File: src/rtl/axi4_lite_arbiter.sv
// Two-master to one-slave AXI4-Lite arbiter. The read and write paths are arbitrated
// independently, each round-robin with one outstanding transaction.
module axi4_lite_arbiter #(
   parameter int A = 16,
   parameter int N = 4,
   parameter int I = 1
) (
   input  logic                aclk,
   input  logic                aresetn,
   // upstream masters 0 and 1
   input  logic [1:0]          i_s_awvalid,
   output logic [1:0]          o_s_awready,
   input  logic [1:0][A-1:0]   i_s_awaddr,
   input  logic [1:0][2:0]     i_s_awprot,
   input  logic [1:0][I-1:0]   i_s_awid,
   input  logic [1:0]          i_s_wvalid,
   output logic [1:0]          o_s_wready,
   input  logic [1:0][8*N-1:0] i_s_wdata,
   input  logic [1:0][N-1:0]   i_s_wstrb,
   output logic [1:0]          o_s_bvalid,
   input  logic [1:0]          i_s_bready,
   output logic [1:0][1:0]     o_s_bresp,
   output logic [1:0][I-1:0]   o_s_bid,
   input  logic [1:0]          i_s_arvalid,
   output logic [1:0]          o_s_arready,
   input  logic [1:0][A-1:0]   i_s_araddr,
   input  logic [1:0][2:0]     i_s_arprot,
   input  logic [1:0][I-1:0]   i_s_arid,
   output logic [1:0]          o_s_rvalid,
   input  logic [1:0]          i_s_rready,
   output logic [1:0][8*N-1:0] o_s_rdata,
   output logic [1:0][1:0]     o_s_rresp,
   output logic [1:0][I-1:0]   o_s_rid,
   // downstream port
   output logic                o_m_awvalid,
   input  logic                i_m_awready,
   output logic [A-1:0]        o_m_awaddr,
   output logic [2:0]          o_m_awprot,
   output logic [I-1:0]        o_m_awid,
   output logic                o_m_wvalid,
   input  logic                i_m_wready,
   output logic [8*N-1:0]      o_m_wdata,
   output logic [N-1:0]        o_m_wstrb,
   input  logic                i_m_bvalid,
   output logic                o_m_bready,
   input  logic [1:0]          i_m_bresp,
   input  logic [I-1:0]        i_m_bid,
   output logic                o_m_arvalid,
   input  logic                i_m_arready,
   output logic [A-1:0]        o_m_araddr,
   output logic [2:0]          o_m_arprot,
   output logic [I-1:0]        o_m_arid,
   input  logic                i_m_rvalid,
   output logic                o_m_rready,
   input  logic [8*N-1:0]      i_m_rdata,
   input  logic [1:0]          i_m_rresp,
   input  logic [I-1:0]        i_m_rid
);

   typedef enum logic [1:0] {S_IDLE, S_ADDR, S_RESP} state_t;

   state_t r_wst, r_rst;
   logic   r_wgnt, r_wlast, r_aw_done, r_w_done;
   logic   r_rgnt, r_rlast;
   logic   w_wadr, w_wrsp, w_radr, w_rrsp;
   logic   w_aw_hs, w_w_hs, w_b_hs, w_ar_hs, w_r_hs;

   // Lone requester wins; on contention the master that was not served last wins.
   function automatic logic pick(input logic [1:0] req, input logic last);
      return (req == 2'b11) ? ~last : req[1];
   endfunction

   assign w_wadr  = (r_wst == S_ADDR);
   assign w_wrsp  = (r_wst == S_RESP);
   assign w_radr  = (r_rst == S_ADDR);
   assign w_rrsp  = (r_rst == S_RESP);

   // Done flags are registered, so downstream readies never reach downstream valids.
   assign o_m_awvalid = w_wadr & ~r_aw_done & i_s_awvalid[r_wgnt];
   assign o_m_wvalid  = w_wadr & ~r_w_done & i_s_wvalid[r_wgnt];
   assign o_m_bready  = w_wrsp & i_s_bready[r_wgnt];
   assign o_m_arvalid = w_radr & i_s_arvalid[r_rgnt];
   assign o_m_rready  = w_rrsp & i_s_rready[r_rgnt];

   assign o_m_awaddr  = i_s_awaddr[r_wgnt];
   assign o_m_awprot  = i_s_awprot[r_wgnt];
   assign o_m_awid    = i_s_awid[r_wgnt];
   assign o_m_wdata   = i_s_wdata[r_wgnt];
   assign o_m_wstrb   = i_s_wstrb[r_wgnt];
   assign o_m_araddr  = i_s_araddr[r_rgnt];
   assign o_m_arprot  = i_s_arprot[r_rgnt];
   assign o_m_arid    = i_s_arid[r_rgnt];

   assign w_aw_hs = o_m_awvalid & i_m_awready;
   assign w_w_hs  = o_m_wvalid & i_m_wready;
   assign w_b_hs  = o_m_bready & i_m_bvalid;
   assign w_ar_hs = o_m_arvalid & i_m_arready;
   assign w_r_hs  = o_m_rready & i_m_rvalid;

   always_comb begin
      o_s_awready = '0;
      o_s_wready  = '0;
      o_s_bvalid  = '0;
      o_s_arready = '0;
      o_s_rvalid  = '0;
      o_s_bresp   = '0;
      o_s_bid     = '0;
      o_s_rdata   = '0;
      o_s_rresp   = '0;
      o_s_rid     = '0;
      for (int k = 0; k < 2; k++) begin
         o_s_awready[k] = w_wadr & ~r_aw_done & (r_wgnt == k[0]) & i_m_awready;
         o_s_wready[k]  = w_wadr & ~r_w_done & (r_wgnt == k[0]) & i_m_wready;
         o_s_bvalid[k]  = w_wrsp & (r_wgnt == k[0]) & i_m_bvalid;
         o_s_arready[k] = w_radr & (r_rgnt == k[0]) & i_m_arready;
         o_s_rvalid[k]  = w_rrsp & (r_rgnt == k[0]) & i_m_rvalid;
         o_s_bresp[k]   = i_m_bresp;
         o_s_bid[k]     = i_m_bid;
         o_s_rdata[k]   = i_m_rdata;
         o_s_rresp[k]   = i_m_rresp;
         o_s_rid[k]     = i_m_rid;
      end
   end

   // Write path: the last-served pointer resets to 1 so master 0 wins the first tie.
   always_ff @(posedge aclk or negedge aresetn) begin
      if (!aresetn) begin
         r_wst     <= S_IDLE;
         r_wgnt    <= 1'b0;
         r_wlast   <= 1'b1;
         r_aw_done <= 1'b0;
         r_w_done  <= 1'b0;
      end else begin
         case (r_wst)
            S_IDLE: if (|i_s_awvalid) begin
               r_wgnt    <= pick(i_s_awvalid, r_wlast);
               r_aw_done <= 1'b0;
               r_w_done  <= 1'b0;
               r_wst     <= S_ADDR;
            end
            S_ADDR: begin
               if (w_aw_hs) r_aw_done <= 1'b1;
               if (w_w_hs)  r_w_done  <= 1'b1;
               if ((r_aw_done | w_aw_hs) & (r_w_done | w_w_hs)) r_wst <= S_RESP;
            end
            S_RESP: if (w_b_hs) begin
               r_wlast <= r_wgnt;
               r_wst   <= S_IDLE;
            end
            default: r_wst <= S_IDLE;
         endcase
      end
   end

   always_ff @(posedge aclk or negedge aresetn) begin
      if (!aresetn) begin
         r_rst   <= S_IDLE;
         r_rgnt  <= 1'b0;
         r_rlast <= 1'b1;
      end else begin
         case (r_rst)
            S_IDLE: if (|i_s_arvalid) begin
               r_rgnt <= pick(i_s_arvalid, r_rlast);
               r_rst  <= S_ADDR;
            end
            S_ADDR: if (w_ar_hs) r_rst <= S_RESP;
            S_RESP: if (w_r_hs) begin
               r_rlast <= r_rgnt;
               r_rst   <= S_IDLE;
            end
            default: r_rst <= S_IDLE;
         endcase
      end
   end

endmodule

File: config.mk
export PLATFORM = sky130hd
export DESIGN_NAME = axi4_lite_arbiter
export DESIGN_NICKNAME = d
export VERILOG_FILES = /design/src/rtl/axi4_lite_arbiter.sv
export SDC_FILE = /design/constraint.sdc
export NUM_CORES = 1
export LEC_CHECK = 0
export ABC_AREA = 1
export CAP_MARGIN = 10
export CORE_AREA = 2 2 144 146
export DETAILED_ROUTE_END_ITERATION = 6
export DIE_AREA = 0 0 146 148
export GPL_TIMING_DRIVEN = 0
export PLACE_DENSITY = 0.57
export SYNTH_ARGS = -nofsm -noshare
export SYNTH_HDL_FRONTEND = slang
export SYNTH_SLANG_ARGS = --single-unit
export TNS_END_PERCENT = 1
File: constraint.sdc
create_clock -name aclk -period 1.2 [get_ports aclk]
set_input_delay 0.18 -clock aclk [delete_from_list [all_inputs] [get_ports aclk]]
set_output_delay 0.18 -clock aclk [all_outputs]
set_load 0.01 [all_outputs]
==> qor.yml <==
drt_first_pass_iters: 4
worst-path-max-fanout: 7
syn_to_final_growth_pct: 184
syn-cell-area_um2: 2200
final_cells: 1052
number_of_standard_cells_after_synthesis: 428
met3RoutedLength_um: 1470
antenna_found_initial: 0
clkSlewWorstSetupHoldPaths_ns: 0.05
cell_internal_pwr_mw: 5.38
first_global_vias: 3696
vias_per_std_cell: 3.54
grt_start_max_net_pins: 11
critPathLaunchType: "flip-flop"
net_sw_power_mw: 4.42
detailed_place_hpwl_um: 12200
netlist_top_cells_area: "sky130_fd_sc_hd__nand2_1, sky130_fd_sc_hd__buf_4, sky130_fd_sc_hd__dfrtp_1"
outcome: "finished, violations left"
worstHoldPathType: "in -> reg"
drt-wirelength-per-cell_um: 13.4
post_synth_top_area_cell: "sky130_fd_sc_hd__nand2_1"
net_count_after_synthesis: 635
cts_hold_fix_bufs: 0
drt_wl_total_um: 14100
detail_route.wirelength.met1_um: 4710
port_buffers: 335
totalPowerFinal_mw: 9.80
highest-signal-layer: "met4"
ys_types: 21
tritoncts.num_buffers: 3
worst_skew_pair.late_latency_ns: 0.23
floorplan.rows: 52
timing.final.crit_period_ns: 1.62
synth_largest_type_area_fraction: 0.445
worstSetupStartpoint: "r_wgnt"
drc: 0
grt_pass1_wl_um: 20700
violations_in_the_final_reports: "negative setup slack"
timing.setup.critical_path_class: "reg -> out"
vias: 3721
layout_commonest_cell: "sky130_fd_sc_hd__clkdlybuf4s50_1"
setup_violating_endpoint_count_in_the_final_report: 95
die_area_um2: 21600
cp_data_arrival_time_ns: 1.44
design.portCount: 374
power.share.combinational: 0.866
top_library_cells_by_usage_in_the_layout_fill_and_taps_aside: "sky130_fd_sc_hd__clkdlybuf4s50_1, sky130_fd_sc_hd__nand2_1, sky130_fd_sc_hd__buf_4"
p_per_area_nw_per_um2: 1570
synth.ff_latch_count: 10
h_tree_depth: 1
tritoncts_num_sinks: 10
pwr-share-seq: 0.066
fin_skew_ns: 0.000160
register_to_register_path_setup_slack_ns: -0.25
cts_tree: "built"
met2RoutedLength_um: 7850
synth_warnings: 0
cts-root-buf: "sky130_fd_sc_hd__clkbuf_16"
initial_utilization: 0.110
clock_tree.buffer_depth: 2
postSynthAreaPerCell_um2: 5.14
timing.final.max_slew_violations: 0
route.antenna.remaining_nets: 0
swShare: 0.451
globalRouteTotalUtil: 0.123
timing.final.hold_violations: 0
part_of_the_cycle_the_worst_path_needs: 1.35
total_grt_overflow: 0
unrepaired_setup_endpoints_after_global_routing: "true"
post-route-worst-setup-slack_ns: -0.418
antennaDiodeCount: 0
total_leakage_power_nw: 3.12
maxCapViolations: 0
transition_time_at_the_pin_with_the_least_slew_margin_ns: 0.593
achievable-frequency_mhz: 618
setup_tns_ns: -25.26
crit-reg2reg-launch: "r_wgnt"
placedCellCount: 1033
drive_above_1_share: 0.325
placeableCoreArea_um2: 20000
finish.utilization: 0.312
p_clk_frac: 0.068
min_from: "i_m_rvalid"
detailedRoute.firstIterationViolations: 50
cp_data_required_time_ns: 1.02
dpl_cell_area_um2: 5900
vdd_drop_max_mv: 0.684
design_area_um2: 6250
die_width_um: 146
die-height_um: 148
nets: 990
relSlewSlack: 0.604
ys_seq_area_frac: 0.115
crit_path_end_kind: "output pin"
gp_routability_congestion: 0.780
==> flip-flops by register name (all words and copies together) (netlist names) <==
name and cells:
r_wgnt 1, r_wst 2, r_rst 2, r_wlast 1, r_aw_done 1, r_rgnt 1
r_w_done 1, r_rlast 1
==> through the flow <==
stage,hold WS [ns],worst slack (ns)
final,0.265,-0.418
after global routing,0.303,-0.474
after CTS,0.347,-0.443
after detailed placement,0.469,-0.880
after global placement,0.461,-0.885
after floorplan,-0.116,0.0220
==> power by group through the flow <==
stage               Clock (mW)  Combinational, mW  Sequential (mW)
global placement             0               7.50            0.607
finish                   0.670               8.48            0.647
global route             0.708               9.29            0.663
CTS                      0.688               8.54            0.626
detailed placement           0               7.50            0.608
floorplan                    0               3.36            0.591
==> kinds of logic after synthesis <==
group,count (synthesis),share of synthesized area
DFF,10,0.115
and+or+nand+nor,289,0.507
AOI/OAI and AO/OA,14,0.0398
buffers and inverters,115,0.339
==> final cells by class <==
class                      count  area [um2]
buffer                        95         870
clock buffer                   4        88.8
fill                        2236       13800
inverter                      20        90.1
multi-input combinational    303        1330
sequential                    10         254
tap                          270         338
timing repair buffer         350        3280
==> what timing repair did <==
item	4_1_cts	5_1_grt
gates resized for setup	469	44
setup endpoints to repair	98	100
pin swaps	4	7
setup buffers	10	1
cloned	5	0
==> path summary, 6_finish.rpt <==
check | cells past startpoint | end
worst max-delay path | 7 | o_m_bready
worst min-delay path | 3 | r_rlast
worst max register to register | 9 | r_wlast
worst min register to register | 2 | r_wlast
max in group asynchronous | 1 | r_rst[0]
min in group asynchronous | 1 | r_wgnt
==> cell usage after synthesis <==
| cell | count |
|---|---|
| sky130_fd_sc_hd__a21oi_2 | 1 |
| sky130_fd_sc_hd__nand2_1 | 261 |
| sky130_fd_sc_hd__and3_1 | 1 |
| sky130_fd_sc_hd__a21oi_1 | 4 |
| sky130_fd_sc_hd__inv_1 | 18 |
| sky130_fd_sc_hd__buf_4 | 76 |
| sky130_fd_sc_hd__nand2_4 | 1 |
| sky130_fd_sc_hd__clkbuf_1 | 6 |
| sky130_fd_sc_hd__o21ai_0 | 4 |
| sky130_fd_sc_hd__inv_2 | 2 |
| sky130_fd_sc_hd__dfrtp_1 | 8 |
| sky130_fd_sc_hd__buf_6 | 2 |
| sky130_fd_sc_hd__a21o_1 | 1 |
| sky130_fd_sc_hd__nor4_1 | 2 |
| sky130_fd_sc_hd__buf_2 | 11 |
| sky130_fd_sc_hd__dfstp_2 | 2 |
| sky130_fd_sc_hd__nor3_1 | 5 |
| sky130_fd_sc_hd__a21oi_4 | 1 |
| sky130_fd_sc_hd__o21ai_1 | 3 |
| sky130_fd_sc_hd__nor2_1 | 12 |
| sky130_fd_sc_hd__nand3_1 | 7 |
==> worst max-delay path, cell delays in order, from the launching register on <==
cell and delay (ns):
sky130_fd_sc_hd__dfrtp_1 0.38, sky130_fd_sc_hd__buf_6 0.15, sky130_fd_sc_hd__inv_8 0.07, sky130_fd_sc_hd__buf_12 0.15
sky130_fd_sc_hd__buf_12 0.11, sky130_fd_sc_hd__nand2_4 0.04, sky130_fd_sc_hd__a21oi_4 0.15, sky130_fd_sc_hd__buf_6 0.13
==> routing by layer <==
metal	up-vias	track usage
met5	-	0
met1	1585	0.118
met2	220	0.253
met3	2	0.0435
li1	1914	-
met4	0	0.0165
Note: power is estimated with default switching activity, not from simulation.
